===== config.mk =====
export PLATFORM = sky130hd
export DESIGN_NAME = im2col_window_scheduler
export DESIGN_NICKNAME = d
export VERILOG_FILES = /design/src/rtl/im2col_window_scheduler.sv
export SDC_FILE = /design/constraint.sdc
export NUM_CORES = 1
export LEC_CHECK = 0
export CAP_MARGIN = 20
export CORE_AREA = 2 2 93 117
export DETAILED_ROUTE_END_ITERATION = 12
export DIE_AREA = 0 0 95 119
export PLACE_DENSITY = 0.54
export SLEW_MARGIN = 20
export SYNTH_ARGS = -nofsm -noshare
export SYNTH_HDL_FRONTEND = slang
export SYNTH_SLANG_ARGS = --single-unit

===== constraint.sdc =====
create_clock -name clk -period 4.1 [get_ports clk]
set_input_delay 0.615 -clock clk [delete_from_list [all_inputs] [get_ports clk]]
set_output_delay 0.615 -clock clk [all_outputs]
set_load 0.1 [all_outputs]

===== src/rtl/im2col_window_scheduler.sv =====
// Kernel-window command scheduler for the im2col address stage.
// Walks the window origin across one image tile and issues one command per window.
// Ports: clk, rst (sync, active-high), start, imgWidth, imgHeight, kerWidth, stride,
//   im2colDone in; cmdKerWidth, cmdStartX, cmdStartY, cmdDv, busy, frameDone,
//   cfgErr, winCnt, timeoutErr out.
// Optional macro IM2COL_SCHED_TIMEOUT_EN builds the WAIT-state watchdog.
module im2col_window_scheduler #(
  parameter int NUM_RAM     = 8,
  parameter int RAM_DEPTH   = 32,
  parameter int MAX_KER     = 4,
  parameter int TIMEOUT_CYC = 255,
  localparam int XW = $clog2(NUM_RAM),
  localparam int YW = $clog2(RAM_DEPTH),
  localparam int KW = $clog2(MAX_KER)
) (
  input  logic             clk,
  input  logic             rst,
  input  logic             start,
  input  logic [XW:0]      imgWidth,
  input  logic [YW:0]      imgHeight,
  input  logic [KW-1:0]    kerWidth,
  input  logic [KW-1:0]    stride,
  input  logic             im2colDone,
  output logic [KW-1:0]    cmdKerWidth,
  output logic [XW-1:0]    cmdStartX,
  output logic [YW-1:0]    cmdStartY,
  output logic             cmdDv,
  output logic             busy,
  output logic             frameDone,
  output logic             cfgErr,
  output logic [XW+YW:0]   winCnt,
  output logic             timeoutErr
);

  typedef enum logic [1:0] {
    S_IDLE,
    S_ISSUE,
    S_WAIT,
    S_DONE
  } state_t;

  state_t r_state;
  state_t w_nxt;

  logic [KW:0]     r_k;
  logic [KW-1:0]   r_s;
  logic [KW-1:0]   r_ker;
  logic [XW:0]     r_w;
  logic [YW:0]     r_h;
  logic [XW-1:0]   r_x;
  logic [YW-1:0]   r_y;
  logic [XW+YW:0]  r_cnt;
  logic            r_cfgErr;

  logic [KW:0]     w_k;
  logic [KW-1:0]   w_s;
  logic            w_bad;
  logic            w_accept;
  logic [XW+1:0]   w_xSum;
  logic [YW+1:0]   w_ySum;
  logic            w_xFit;
  logic            w_yFit;
  logic            w_toHit;

  assign w_k = {1'b0, kerWidth} + (KW+1)'(1);
  assign w_s = (stride == '0) ? KW'(1) : stride;

  // Widened by one bit so K == NUM_RAM / RAM_DEPTH compares without wrap.
  assign w_bad = (imgWidth == '0) || (imgHeight == '0)
              || ((XW+2)'(w_k) > (XW+2)'(imgWidth))
              || ((YW+2)'(w_k) > (YW+2)'(imgHeight));
  assign w_accept = (r_state == S_IDLE) && start && !w_bad;

  assign w_xSum = (XW+2)'(r_x) + (XW+2)'(r_s) + (XW+2)'(r_k);
  assign w_ySum = (YW+2)'(r_y) + (YW+2)'(r_s) + (YW+2)'(r_k);
  assign w_xFit = w_xSum <= (XW+2)'(r_w);
  assign w_yFit = w_ySum <= (YW+2)'(r_h);

`ifdef IM2COL_SCHED_TIMEOUT_EN
  localparam int TW = $clog2(TIMEOUT_CYC + 1);
  logic [TW-1:0] r_toCnt;
  logic          r_toErr;

  // Fires on the TIMEOUT_CYC-th WAIT cycle that still has no done.
  assign w_toHit = (r_state == S_WAIT) && !im2colDone
                && (r_toCnt == TW'(TIMEOUT_CYC - 1));

  always_ff @(posedge clk) begin
    if (rst) begin
      r_toCnt <= '0;
      r_toErr <= 1'b0;
    end else begin
      if (r_state == S_ISSUE)
        r_toCnt <= '0;
      else if (r_state == S_WAIT)
        r_toCnt <= r_toCnt + TW'(1);
      if (w_toHit)
        r_toErr <= 1'b1;
    end
  end

  assign timeoutErr = r_toErr;
`else
  assign w_toHit    = 1'b0;
  assign timeoutErr = 1'b0;
`endif

  always_ff @(posedge clk) begin
    if (rst) r_state <= S_IDLE;
    else     r_state <= w_nxt;
  end

  always_comb begin
    w_nxt = r_state;
    unique case (r_state)
      S_IDLE:  if (w_accept) w_nxt = S_ISSUE;
      S_ISSUE: w_nxt = S_WAIT;
      S_WAIT: begin
        if (im2colDone)
          w_nxt = (w_xFit || w_yFit) ? S_ISSUE : S_DONE;
        else if (w_toHit)
          w_nxt = S_IDLE;
      end
      S_DONE:  w_nxt = S_IDLE;
      default: w_nxt = S_IDLE;
    endcase
  end

  always_ff @(posedge clk) begin
    if (rst) begin
      r_k      <= '0;
      r_s      <= '0;
      r_ker    <= '0;
      r_w      <= '0;
      r_h      <= '0;
      r_x      <= '0;
      r_y      <= '0;
      r_cnt    <= '0;
      r_cfgErr <= 1'b0;
    end else begin
      r_cfgErr <= (r_state == S_IDLE) && start && w_bad;
      if (w_accept) begin
        r_k   <= w_k;
        r_s   <= w_s;
        r_ker <= kerWidth;
        r_w   <= imgWidth;
        r_h   <= imgHeight;
        r_x   <= '0;
        r_y   <= '0;
        r_cnt <= '0;
      end
      if (r_state == S_ISSUE)
        r_cnt <= r_cnt + (XW+YW+1)'(1);
      // Raster walk: step x first, wrap to the next row band.
      if ((r_state == S_WAIT) && im2colDone) begin
        if (w_xFit) begin
          r_x <= r_x + XW'(r_s);
        end else if (w_yFit) begin
          r_x <= '0;
          r_y <= r_y + YW'(r_s);
        end
      end
    end
  end

  assign cmdDv       = (r_state == S_ISSUE);
  assign busy        = (r_state == S_ISSUE) || (r_state == S_WAIT);
  assign frameDone   = (r_state == S_DONE);
  assign cfgErr      = r_cfgErr;
  assign cmdKerWidth = r_ker;
  assign cmdStartX   = r_x;
  assign cmdStartY   = r_y;
  assign winCnt      = r_cnt;

endmodule


==> results.cfg, run 1 <==
[layout]
area_growth_pct = 27.7
nNetsFinal = 395
diodes = 0
drive_gt1_share_pct = 6.53

[setup_path]
crit_chain = inv_1 -> fa_1 -> inv_1 -> ha_1 -> inv_1 -> fa_1 -> nor2b_1 -> o21a_1 -> ha_1 -> and3_1 -> a21boi_0 -> o32ai_1 -> nand3b_1 -> nor3_1 -> a211o_1
setup.worst_path.end = cmdStartY[2]
cp_top_family = adder cells
r2r_cells = 15
critPathSlowestCell = fa_1
crit_start = cmdStartY[1]
crit_arrival_ns = 3.91
worstSetupPathType = flip-flop to flip-flop
endpoint_kind = flip-flop
rr_endpoint = cmdStartY[2]
cp_num_buf_inv = 3
r2r_start = cmdStartY[1]
cp_common_cell = inv_1
cp_max_fo = 6
slowest_delay_ns = 0.49
cp-start-kind = flip-flop
crit_cells = 15
cp.required_ns = 4.33
reg2reg_setup_slack_ns = 0.42

[yosys]
synth_seq_cells = 37
postSynthCellCount = 296
synth_nets = 355
synth_warnings = 0
ys_seq_area_share_pct = 29.9
netlist_area_um2 = 2480
avgSynthCellArea_um2 = 8.38
ys_types = 48

[global_routing]
grt_max_degree = 35
grt_pass1_vias = 2300
track_usage_pct = 11.7
grt.overflow.total = 0
grt_pass1_wl_um = 10600
antenna_found_initial = 0

[clock_tree]
cts_setup_buffers = 0
cts.path.max_buffers = 2
clkLatencyLatePin_ns = 0.28
cts-root-buf = clkbuf_16
cts_sinks = 37
htreeDepth = 2
ctsResizeCount = 0
cts_buffers = 5
clk_pin_slew_ns = 0.06
cts_hold_buffers = 0
cts_tree = built

[pwr]
peakVddDrop_mv = 0.338
cellPowerDensity_nw_per_um2 = 435
p_leak_nw = 1.29
p_seq_share_pct = 30.7
p_comb_share_pct = 42.1
p_int_w = 0.000810
sw_frac_of_total_pct = 41.2
p_clk_share_pct = 27.2
p_switching_w = 0.000568

[routing]
dr.pass1.iters = 5
totalWireLength_um = 6120
drt_iter0_markers = 91
drc = 0
vias = 2215
ant_nets = 0
vias_per_cell = 4.72
routedWlPerCell_um = 13.0

[floorplan]
ioPinCount = 42
core-area_um2 = 10400
die_w_um = 95
start_util_pct = 24.0
die_area_um2 = 11300
die_y_um = 119
fp-row-count = 42

[sta]
fmaxAchievable_ghz = 0.272
rsz0062_at_grt = no
skew_ns = 0.00676
fin_crit_sh_pct = 89.8
fin_setup_tns_ns = 0
fin_crit_ns = 3.68
hold_ws_ns = 0.453
setup_viol = 0
slew_headroom_pct = 34.5
slew_viol_final = 0
worst_pin_slew_ns = 0.979
hold_violations = 0

[min_path]
hold_class = flip-flop to flip-flop

[job]
drv_cap = 0

[placement]
hpwl_um = 4680
place.gp.congestion = 0.770
portBuffers = 40

[outcome]
status = finished, final reports clean
[sequential cells by signal (all words and copies together) (netlist names)]
register / count
winCnt: 9
r_state: 2
cfgErr: 1
cmdStartX: 3
r_k: 3
cmdKerWidth: 2
cmdStartY: 5
r_h: 6
r_w: 4
r_s: 2
[worst min path at each step]
stage	from	depth (start not counted)	end	slack (ns)
after floorplan	r_h[1]	2	r_h[1]	0.44
after detailed placement	r_h[5]	2	r_h[5]	0.45
after global routing	r_h[4]	2	r_h[4]	0.48
final	r_w[3]	2	r_w[3]	0.45
after global placement	r_w[3]	2	r_w[3]	0.45
after CTS	r_w[3]	2	r_w[3]	0.46
[synth_stat cells, drive strengths merged]
cell type  instances  area share, %
a21o               3           0.91
a31oi              3           0.76
a2111oi            1           0.60
or2                4            1.1
clkbuf             6           0.91
xor2               1           0.35
o22ai              1           0.50
or3                3           0.76
nor2b              4            1.0
buf                5            1.0
and2               1           0.25
o31a               1           0.35
a21oi             33            6.8
inv               35            5.3
conb               1           0.15
nand3b             3           0.91
a311oi             3            1.1
nor3b              1           0.30
nor2              13            2.0
a21boi             1           0.30
and3               5            1.3
ha                33             17
o32ai              1           0.35
a41oi              2           0.71
a221oi             2           0.96
dfxtp             37             30
a211oi             2           0.60
nor3               8            1.6
a211o              1           0.35
nand2b             1           0.25
fa                 8            6.5
a31o               1           0.35
nor4               1           0.25
o21ai             10            2.0
nand2             27            4.1
xnor2              2           0.71
mux2i              5            2.0
and3b              1           0.35
nand4b             1           0.35
o311a              1           0.45
nand3             21            4.2
o21a               1           0.30
nand4              2           0.50
[logic make-up (layout without fill, tap and decap cells)]
family	Yosys count	in the layout	synth area share, %
simple gates	96	96	19.2
compound gates	67	67	17.4
buf+inv	46	87	7.21
fa+ha+maj	41	41	23.1
flops	37	37	29.9
mux	5	5	2.02
xor+xnor	3	3	1.06
other cells	1	1	0.151
[power groups by stage]
stage	clock network, W	logic [W]	registers (W)
2_1_floorplan	0	0.000386	0.000481
3_3_place_gp	0	0.000571	0.000431
3_5_place_dp	0	0.000579	0.000432
4_1_cts	0.000387	0.000584	0.000424
5_1_grt	0.000397	0.000643	0.000428
6_report	0.000374	0.000580	0.000423
[metal layers]
| metal | share of wire [%] | GRT usage, % |
|---|---|---|
| met1 | 44 | 14.4 |
| met2 | 50 | 19.9 |
| met3 | 4.1 | 2.72 |
| met4 | 1.9 | 3.53 |
| met5 | 0 | 0 |
[worst min-delay path: stages (launching register included)]
cell,delay (ns)
dfxtp_1,0.31
nand2_1,0.05
a21oi_1,0.05
[metrics by stage]
stage	cells	utilization (%)	power, W	setup slack, ns	area (um2)
floorplan	296	-	0.000867	0.0215	2480
global placement	461	29.3	0.00100	0.580	3030
detailed placement	461	29.3	0.00101	0.474	3030
CTS	469	30.6	0.00140	0.428	3170
global route	469	30.6	0.00147	0.102	3170
finish	469	30.6	0.00138	0.420	3170
[layout by cell type (no fill, tap or decap), types with 2 or more instances in the layout]
master	count
nor3_1	8
or3_1	3
fa_1	8
clkbuf_16	5
nand2_1	27
a31oi_1	3
a311oi_1	3
nand3_1	21
a21oi_1	32
mux2i_1	5
nand3b_1	3
nand4_1	2
o21ai_0	10
clkinv_2	2
nor2_1	13
and3_1	5
xnor2_1	2
dfxtp_1	36
a21o_1	3
a41oi_1	2
ha_1	33
inv_1	35
a211oi_1	2
nor2b_1	4
or2_2	3
buf_4	4
clkdlybuf4s50_1	40
[cell type report]
cell class / instances / area (um2)
sequential: 37 / 742
tap: 132 / 165
timing repair buffer: 44 / 430
clock inverter: 2 / 10.0
inverter: 35 / 131
clock buffer: 6 / 129
multi-input combinational: 213 / 1560
fill: 1083 / 7180
No activity file was read; power rests on OpenSTA's default activity.
==> run 2, diff against run 1 <==
clock period = 3.6 ns   (was 4.1 ns; I/O delays follow)
==> results.cfg, run 2 (synthesis gave the netlist of run 1 again) <==
[outcome]
status = finished, final reports clean

[clock_tree]
cts_sinks = 37
cts_hold_buffers = 0
cts_tree = built
cts-root-buf = clkbuf_16
clk_pin_slew_ns = 0.06
htreeDepth = 2
cts_buffers = 5
clkLatencyLatePin_ns = 0.28
cts.path.max_buffers = 2

[placement]
placed_cell_area_um2 = 3060
placedCellCount = 464
place.gp.congestion = 0.766
portBuffers = 40
hpwl_um = 4720

[floorplan]
ioPinCount = 42
start_util_pct = 24.0
die_w_um = 95
die_area_um2 = 11300
die_y_um = 119
core-area_um2 = 10400
fp-row-count = 42

[global_routing]
grt_pass1_wl_um = 10500
grt_pass1_vias = 2305
antenna_found_initial = 0
grt.overflow.total = 0
track_usage_pct = 11.6
grt_max_degree = 35

[layout]
drive_gt1_share_pct = 13.7
postLayoutCellArea_um2 = 3310
diodes = 0
largest_reg_flops = 9
mostFrequentLayoutCell = clkdlybuf4s50_1
nNetsFinal = 400
layout.cells.most_common_list = clkdlybuf4s50_1 (38), a21oi_1 (32), inv_1 (31)
stdcell_count = 474
area_growth_pct = 33.3

[routing]
ant_nets = 0
dr.pass1.iters = 4
routedWlPerCell_um = 12.8
drt_iter0_markers = 62
vias = 2221
drc = 0
totalWireLength_um = 6080
vias_per_cell = 4.69

[setup_path]
cp-start-kind = flip-flop
endpoint_kind = flip-flop
worstSetupPathType = flip-flop to flip-flop
cp.required_ns = 3.76
r2r_start = cmdStartX[1]
critPathSlowestCell = fa_1
slowest_delay_ns = 0.53
crit_arrival_ns = 3.59
cp_max_fo = 6
cp_common_cell = fa_1
crit_chain = inv_2 -> fa_1 -> inv_1 -> ha_1 -> fa_1 -> ha_4 -> and3b_1 -> a2111oi_4 -> o22ai_2 -> buf_4 -> nand3b_1 -> nor2_1 -> a211o_1
crit_start = cmdStartX[1]
r2r_cells = 13

[pwr]
peakVddDrop_mv = 0.382
p_leak_nw = 1.35
cellPowerDensity_nw_per_um2 = 518

[sta]
skew_ns = 0.00389
fmaxAchievable_ghz = 0.292
setup_viol = 0
worst_pin_slew_ns = 0.977
hold_violations = 0
fin_crit_ns = 3.42
slew_headroom_pct = 34.7
fin_crit_sh_pct = 95.1
slew_viol_final = 0

[min_path]
hold_class = flip-flop to flip-flop
worstHoldStart = r_h[2]
hold_depth = 2

[job]
drv_cap = 0
## run 2: critical path, delay by kind of cell, from the launching register on
family                     cells  cell delay (ns)
buffers and inverters          3             0.25
AOI/OAI and AO/OA              3             0.73
and+or+nand+nor                3             0.47
adders and majority gates      4             1.49
DFF                            1             0.36
## run 2: layout make-up
cell class,instances,area [um2]
fill,1080,7050
inverter,35,134
clock buffer,6,139
sequential,37,756
tap,132,165
timing repair buffer,49,463
multi-input combinational,213,1610
clock inverter,2,36.3
## run 2: through the flow
| step | setup WS [ns] | power, W | hold WS (ns) | setup TNS [ns] | utilization, % |
|---|---|---|---|---|---|
| 4_1_cts | 0.00818 | 0.00170 | 0.456 | 0 | 31.2 |
| 6_report | 0.176 | 0.00171 | 0.455 | 0 | 31.9 |
| 3_3_place_gp | 0.0991 | 0.00116 | 0.446 | 0 | 29.6 |
| 5_1_grt | -0.0378 | 0.00183 | 0.480 | -0.0378 | 31.9 |
| 2_1_floorplan | 0.00511 | 0.000986 | 0.436 | 0 | - |
| 3_5_place_dp | 0.0362 | 0.00117 | 0.447 | 0 | 29.6 |
## run 2: per-layer routing
layer / part of all wire (%) / global-route usage [%] / up-vias / wire length, um
met4: 2.3 / 4.17 / 0 / 140
met3: 3.3 / 2.53 / 8 / 201
met5: 0 / 0 / - / 0
li1: - / - / 1124 / -
met1: 44 / 13.9 / 1048 / 2650
met2: 51 / 20.1 / 41 / 3090
## run 2: power by group
group	switching, W	internal (W)	leakage, nW
clock network	0.000172	0.000346	0.0874
logic	0.000453	0.000259	0.955
registers	0.0000343	0.000448	0.305
total	0.000659	0.00105	1.35
## run 2: path summary, 6_finish.rpt
check	end	slack (ns)
setup / recovery	cmdStartY[2]	0.18
setup reg to reg	cmdStartY[2]	0.18
hold / removal	r_h[2]	0.45
hold reg to reg	r_h[2]	0.45
## run 2: repair_timing
action                     4_1_cts  5_1_grt
resized for setup                0       13
setup endpoints to repair        0        8
setup buffers                    0        2
